$ cat src/rtl/poker_pkg.sv
// Shared definitions for the poker player bot: action codes, strength thresholds
// and the FSM state encoding.
package poker_pkg;

  localparam logic [2:0] ACT_NONE  = 3'b000;
  localparam logic [2:0] ACT_FOLD  = 3'b001;
  localparam logic [2:0] ACT_CHECK = 3'b010;
  localparam logic [2:0] ACT_ALLIN = 3'b011;
  localparam logic [2:0] ACT_CALL  = 3'b100;
  localparam logic [2:0] ACT_BET   = 3'b110;
  localparam logic [2:0] ACT_RAISE = 3'b111;

  localparam logic [2:0] STR_VALUE   = 3'd3;
  localparam logic [2:0] STR_STRONG  = 3'd5;
  localparam logic [2:0] STR_PREMIUM = 3'd6;
  localparam logic [2:0] STR_NUTS    = 3'd7;

  typedef enum logic [1:0] {
    ST_IDLE   = 2'd0,
    ST_DECIDE = 2'd1,
    ST_SEND   = 2'd2,
    ST_AWAIT  = 2'd3
  } state_e;

  // Opponent left the pot untouched, so checking costs nothing.
  function automatic logic opp_passive(input logic [2:0] opp);
    return (opp == ACT_NONE) || (opp == ACT_CHECK);
  endfunction

endpackage

$ cat src/rtl/poker_bot_lfsr.sv
// 6-bit maximal-length Fibonacci LFSR (x^6 + x^5 + 1), free running from seed 6'h01.
module poker_bot_lfsr (
  input  logic       clk,
  input  logic       rst,
  output logic [5:0] lfsr_o
);

  logic [5:0] lfsr_q;

  always_ff @(posedge clk or negedge rst) begin
    if (!rst) lfsr_q <= 6'h01;
    else      lfsr_q <= {lfsr_q[4:0], lfsr_q[5] ^ lfsr_q[4]};
  end

  assign lfsr_o = lfsr_q;

endmodule

$ cat src/rtl/poker_player_bot_v2.sv
// Round-counted poker decision engine with dealer handshake, raise cap and retry fallback.
// Define POKER_BOT_BLUFF_EN to add LFSR-driven bluff bets and calls.
module poker_player_bot_v2
  import poker_pkg::*;
#(
  parameter int MONEY_W     = 8,
  parameter int NUM_ROUNDS  = 4,
  parameter int MAX_RAISES  = 3,
  parameter int RETRY_LIMIT = 2
) (
  input  logic                          clk,
  input  logic                          rst,
  input  logic                          dealer_request_action,
  input  logic                          dealer_acknowledge,
  output logic                          output_valid,
  output logic [2:0]                    action,
  output logic [MONEY_W-1:0]            make_bet,
  input  logic                          invalid_move,
  input  logic [2:0]                    strength,
  input  logic [MONEY_W-1:0]            money_left,
  input  logic [2:0]                    action_opponent,
  input  logic [MONEY_W-1:0]            bet_opponent,
  input  logic [MONEY_W-1:0]            pot_size,
  input  logic                          next_deal,
  input  logic                          betting_round_done,
  output logic [$clog2(NUM_ROUNDS)-1:0] round_idx
);

  localparam int AW  = MONEY_W + 1;
  localparam int RW  = $clog2(NUM_ROUNDS);
  localparam int RCW = $clog2(MAX_RAISES + 1);
  localparam int TCW = $clog2(RETRY_LIMIT + 1);

  state_e             state_q, state_d;
  logic [2:0]         action_q, action_d;
  logic [MONEY_W-1:0] bet_q, bet_d;
  logic [RW-1:0]      round_q, round_d;
  logic [RCW-1:0]     raise_q, raise_d;
  logic [TCW-1:0]     retry_q, retry_d;

  logic               bluff_bet, bluff_call;

`ifdef POKER_BOT_BLUFF_EN
  logic [5:0] lfsr;

  poker_bot_lfsr u_lfsr (
    .clk    (clk),
    .rst    (rst),
    .lfsr_o (lfsr)
  );

  assign bluff_bet  = (lfsr < 6'd16);
  assign bluff_call = lfsr[5];
`else
  assign bluff_bet  = 1'b0;
  assign bluff_call = 1'b0;
`endif

  // Decision policy; one extra bit of headroom so 2x raises cannot wrap.
  logic [AW-1:0] pot_half, pot_qtr, raise_amt, amt;
  logic [2:0]    pol_act;
  logic          passive;

  assign pot_half  = {1'b0, pot_size} >> 1;
  assign pot_qtr   = {1'b0, pot_size} >> 2;
  assign raise_amt = {bet_opponent, 1'b0};
  assign passive   = opp_passive(action_opponent);

  always_comb begin
    pol_act = ACT_CHECK;
    amt     = '0;
    case (action_opponent)
      ACT_NONE, ACT_CHECK, ACT_CALL: begin
        if (strength >= STR_STRONG) begin
          pol_act = ACT_BET;
          amt     = pot_half;
        end else if (strength >= STR_VALUE || (passive && bluff_bet)) begin
          pol_act = ACT_BET;
          amt     = pot_qtr;
        end
      end
      ACT_BET, ACT_RAISE: begin
        if (strength == STR_NUTS) begin
          pol_act = ACT_RAISE;
          amt     = raise_amt;
        end else if (strength >= STR_STRONG) begin
          pol_act = ACT_CALL;
        end else if (strength >= STR_VALUE) begin
          pol_act = ({1'b0, bet_opponent} <= pot_qtr || bluff_call) ? ACT_CALL : ACT_FOLD;
        end else begin
          pol_act = ACT_FOLD;
        end
      end
      ACT_ALLIN: pol_act = (strength >= STR_PREMIUM) ? ACT_CALL : ACT_FOLD;
      default:   pol_act = ACT_CHECK;
    endcase

    if (pol_act == ACT_RAISE && raise_q == RCW'(MAX_RAISES)) pol_act = ACT_CALL;
    if (pol_act == ACT_BET && amt == '0) amt = AW'(1);
    if ((pol_act == ACT_BET || pol_act == ACT_RAISE) && amt >= {1'b0, money_left}) begin
      pol_act = ACT_ALLIN;
      amt     = {1'b0, money_left};
    end
    if (pol_act != ACT_BET && pol_act != ACT_RAISE && pol_act != ACT_ALLIN) amt = '0;

    // Broke players can only check or call; repeated rejections take the safest legal move.
    if (money_left == '0) begin
      pol_act = passive ? ACT_CHECK : ACT_CALL;
      amt     = '0;
    end
    if (retry_q == TCW'(RETRY_LIMIT)) begin
      pol_act = passive ? ACT_CHECK : ACT_FOLD;
      amt     = '0;
    end
  end

  always_comb begin
    state_d  = state_q;
    action_d = action_q;
    bet_d    = bet_q;
    round_d  = round_q;
    raise_d  = raise_q;
    retry_d  = retry_q;
    if (next_deal) begin
      state_d = ST_IDLE;
      round_d = '0;
      raise_d = '0;
      retry_d = '0;
    end else begin
      case (state_q)
        ST_IDLE: if (dealer_request_action) state_d = ST_DECIDE;
        ST_DECIDE: begin
          action_d = pol_act;
          bet_d    = amt[MONEY_W-1:0];
          state_d  = ST_SEND;
        end
        ST_SEND: if (dealer_acknowledge) begin
          state_d = ST_AWAIT;
          if (action_q == ACT_RAISE) raise_d = raise_q + 1'b1;
        end
        ST_AWAIT: begin
          if (invalid_move) begin
            if (retry_q != TCW'(RETRY_LIMIT)) retry_d = retry_q + 1'b1;
            state_d = ST_DECIDE;
          end else if (dealer_request_action) begin
            retry_d = '0;
            state_d = ST_DECIDE;
          end else if (betting_round_done) begin
            raise_d = '0;
            retry_d = '0;
            round_d = (round_q == RW'(NUM_ROUNDS - 1)) ? '0 : round_q + 1'b1;
            state_d = ST_IDLE;
          end
        end
        default: state_d = ST_IDLE;
      endcase
    end
  end

  always_ff @(posedge clk or negedge rst) begin
    if (!rst) begin
      state_q  <= ST_IDLE;
      action_q <= ACT_NONE;
      bet_q    <= '0;
      round_q  <= '0;
      raise_q  <= '0;
      retry_q  <= '0;
    end else begin
      state_q  <= state_d;
      action_q <= action_d;
      bet_q    <= bet_d;
      round_q  <= round_d;
      raise_q  <= raise_d;
      retry_q  <= retry_d;
    end
  end

  assign output_valid = (state_q == ST_SEND);
  assign action       = action_q;
  assign make_bet     = bet_q;
  assign round_idx    = round_q;

endmodule
$ cat config.mk
export PLATFORM = sky130hd
export DESIGN_NAME = poker_player_bot_v2
export DESIGN_NICKNAME = d
export VERILOG_FILES = /design/src/rtl/poker_pkg.sv /design/src/rtl/poker_bot_lfsr.sv /design/src/rtl/poker_player_bot_v2.sv
export SDC_FILE = /design/constraint.sdc
export NUM_CORES = 1
export LEC_CHECK = 0
export ABC_AREA = 1
export BUFFER_PORTS_ARGS = -buffer_cell sky130_fd_sc_hd__buf_2
export CAP_MARGIN = 0
export CORE_ASPECT_RATIO = 0.6
export CORE_MARGIN = 2
export CORE_UTILIZATION = 35
export DETAILED_ROUTE_END_ITERATION = 7
export GPL_ROUTABILITY_DRIVEN = 1
export GPL_TIMING_DRIVEN = 0
export PLACE_DENSITY_LB_ADDON = 0.08
export SLEW_MARGIN = 30
export SYNTH_ARGS = -nofsm -noshare
export SYNTH_HDL_FRONTEND = slang
export SYNTH_SLANG_ARGS = --single-unit
$ cat constraint.sdc
create_clock -name clk -period 1.39 [get_ports clk]
set_input_delay 0.139 -clock clk [delete_from_list [all_inputs] [get_ports clk]]
set_output_delay 0.139 -clock clk [all_outputs]
set_load 0.005 [all_outputs]
==> impl_results.md <==
- Status: finished, violations left
- Failing checks: setup timing
- Worst setup SP type: input pin
- Buffers added on ports: 48
- Fin nets: 450
- Hold crit path type: input pin to register
- CTS root buf: clkbuf_8
- WP buf/inv: 13
- Post-Syn Nets: 356
- Worst Hold Depth: 5
- Leak: 1.62 nW
- TritonCTS clock tree: done
- Fin cells: 460
- VDD IR max: 521 µV
- Num ports: ~50
- Vias in the first global route: 2130
- Bufs on Longest Clock Path: 2
- Yosys top cell area share: 0.240
- Core Rows: 21
- Mapped Cells: 298
- Initial DRC count: between 100 and 150
- Max-slew violation count: 0
- Global route total overflow: 0
- Most common cell after layout, fill and taps aside: nand2_1
- WL final: 6.27 mm
- Die ar.: 0.00630 mm²
- H-tree lvl count: 1
- # DRC: 0
- Highest clock rate: ~450 MHz
- Synth cell types: 34
- GP Congestion: 0.817
- Final core occ: 0.538
- Reg2reg path depth: 8
- Area delta synth->final: 49.7%
- Synth area leaders: dfrtp_1, nand2_1, ha_1, inv_1, nand3_1
- Worst path slowest cell: nor2_4
- Clock Skew: 2.62 ps
- PD cells: slightly above 900 mW/mm²
- WP depth: 21
- First-pass GRT wire length: 10.1 mm
- Final setup TNS: -7710 ps
- Final worst slack: -832 ps
- Cts bufs inserted: 3
- Min Tclk post-route: between 2000 and 2500 ps
- Synth Area per Inst: around 6.7 µm²
- Share of layout cells above drive strength 1: 0.391
- Initial antenna violation count: 0
- Critical path class: input pin to register
- Most frequent CP cell: buf_4
- Final Cycle Share: 1.60
- Clk slew on worst S/H paths: 70 ps
- Placed Cells: 415
- Final hold vios: 0
- Largest net degree at the start of global routing: 20
- Initial core utilization: 0.359
- DR WL/cell: 13.6 µm
- # setup viols final: 14
- CP Capture Type: register
- Sequential area share after synthesis: 0.240
- Crit path DAT: 2420 ps
- RSZ-0062 raised after global routing: true
- Leading area contributor after synthesis: dfrtp_1
- DRT antenna net count: 0
- Gr usage total: 0.199
- Syn Std Cell Area: slightly below 0.002 mm²
- Worst-Margin Slew: 588 ps
- Mean number of vias per cell: roughly 5.0
- Req. time, crit path: 1590 ps
- Warnings, synthesis: 0
- TritonCTS Sinks: 19
- Critical-path cell list: buf_4, nand2_4, nand2_4, nor2_4, nand2_2, nand2_2, inv_2, buf_4, buf_4, buf_4, buf_4, buf_4, buf_4, buf_4, buf_4, buf_4, buf_4, buf_4, o21ai_2, nand3_1, nand2_1
- Slowest Stage Delay on Critical Path: 180 ps
- Die Width: 101 µm
- Slew margin rel.: 0.608
- Die Height: 62.3 µm
- Yosys reg bits: 19
- Most frequent cells in the layout: nand2_1, buf_2, inv_1
- HPWL after DPL: approximately 4.4 mm
- Vias: 2283
- CP max FO: 4
- Core area: 0.00552 mm²
- DR pass1 iterations: 4
- # diodes: 0
- Max-Cap Viols: 0
- Clock Latency Late Sink: 260 ps
- Crit path max-delay family: buffers and inverters
-- routing by layer --
metal | global-route usage | up-vias | part of all wire
li1 | - | 1176 | -
met1 | 0.314 | 1048 | 0.53
met2 | 0.293 | 55 | 0.42
met3 | 0.0349 | 4 | 0.045
met4 | 0.0118 | 0 | 0.0049
met5 | 0 | - | 0
-- worst register-to-register path, stage by stage, from the launching register on --
cell and delay [ps]:
dfrtp_1 390, inv_1 150, ha_1 200, nand2_1 130, nor3_1 300, o21ai_1 160, nor2_4 200, nand3_1 130
nand2_1 80
-- registers in the layout, summed over array words and instances (netlist names) --
register and count:
make_bet 8, retry_q 2, action 3, state_q 2
round_idx 2, raise_q 2
-- final timing paths --
path,start,end,slack (ps)
max in group asynchronous,rst,make_bet[6],740
setup / recovery,action_opponent[1],make_bet[6],-830
min in group asynchronous,rst,round_idx[0],350
hold / removal,money_left[4],make_bet[4],260
hold reg to reg,make_bet[2],make_bet[2],480
setup reg to reg,state_q[1],make_bet[6],-420
-- cells by family after synthesis --
group,count (synthesis),synth area share
DFF,19,0.240
and+or+nand+nor,161,0.391
AOI/OAI and AO/OA,44,0.136
buffers and inverters,53,0.100
adders and majority gates,21,0.133
-- metrics by stage --
stage | instance area, µm² | setup slack, ps | hold WS (ps) | total power [W]
2_1_floorplan | 2000 | -665 | -157 | 0.00147
3_3_place_gp | 2330 | -1340 | 105 | 0.00184
3_5_place_dp | 2330 | -1350 | 108 | 0.00185
4_1_cts | 2760 | -783 | 256 | 0.00252
5_1_grt | 2970 | -980 | 280 | 0.00295
6_report | 2970 | -832 | 258 | 0.00270
-- power by group --
group / switching (W) / internal [W] / leakage (nW) / total, W
clock: 0.000182 / 0.000199 / 0.0255 / 0.000382
sequential: 0.000129 / 0.000726 / 0.250 / 0.000855
combinational: 0.000782 / 0.000682 / 1.35 / 0.00146
-- synthesized netlist by cell type --
| cell | instances |
|---|---|
| clkbuf_1 | 2 |
| nand3_4 | 2 |
| a21oi_1 | 11 |
| nor3_1 | 5 |
| a221oi_1 | 1 |
| nor2_8 | 1 |
| nor4_1 | 2 |
| a21oi_4 | 1 |
| ha_1 | 21 |
| nand2_2 | 3 |
| o21ai_2 | 2 |
| o21bai_1 | 2 |
| a211oi_1 | 1 |
| o22ai_1 | 1 |
| a21oi_2 | 1 |
| nand3b_1 | 1 |
| o31ai_1 | 1 |
| a41oi_1 | 1 |
| o21ai_1 | 3 |
| a21boi_0 | 1 |
| nand3_2 | 1 |
| nand2_1 | 75 |
| inv_1 | 50 |
| nor2_1 | 29 |
| nor2_4 | 1 |
| o21a_1 | 2 |
| nand2_4 | 3 |
| dfrtp_1 | 19 |
| nand3_1 | 22 |
| nor2_2 | 2 |
| o21ai_0 | 15 |
| inv_2 | 1 |
| a31oi_1 | 1 |
| nand4_1 | 14 |
-- timing repair --
action                                 CTS  global route
pin swaps                               23            30
gates resized for setup                 42            41
setup endpoints to repair               19            19
setup buffers                           28            12
hold buffers                             1             0
gates cloned                             2             0
endpoints found under the hold margin   19             0
-- layout make-up --
type / count / area [µm²]
clock inverter: 1 / 5.00
buffer: 2 / 11.3
inverter: 51 / 196
tap: 69 / 86.3
timing repair buffer: 87 / 579
fill: 551 / 2550
clock buffer: 3 / 41.3
sequential: 19 / 475
multi-input combinational: 228 / 1570
(Power assumes the default switching activity.)
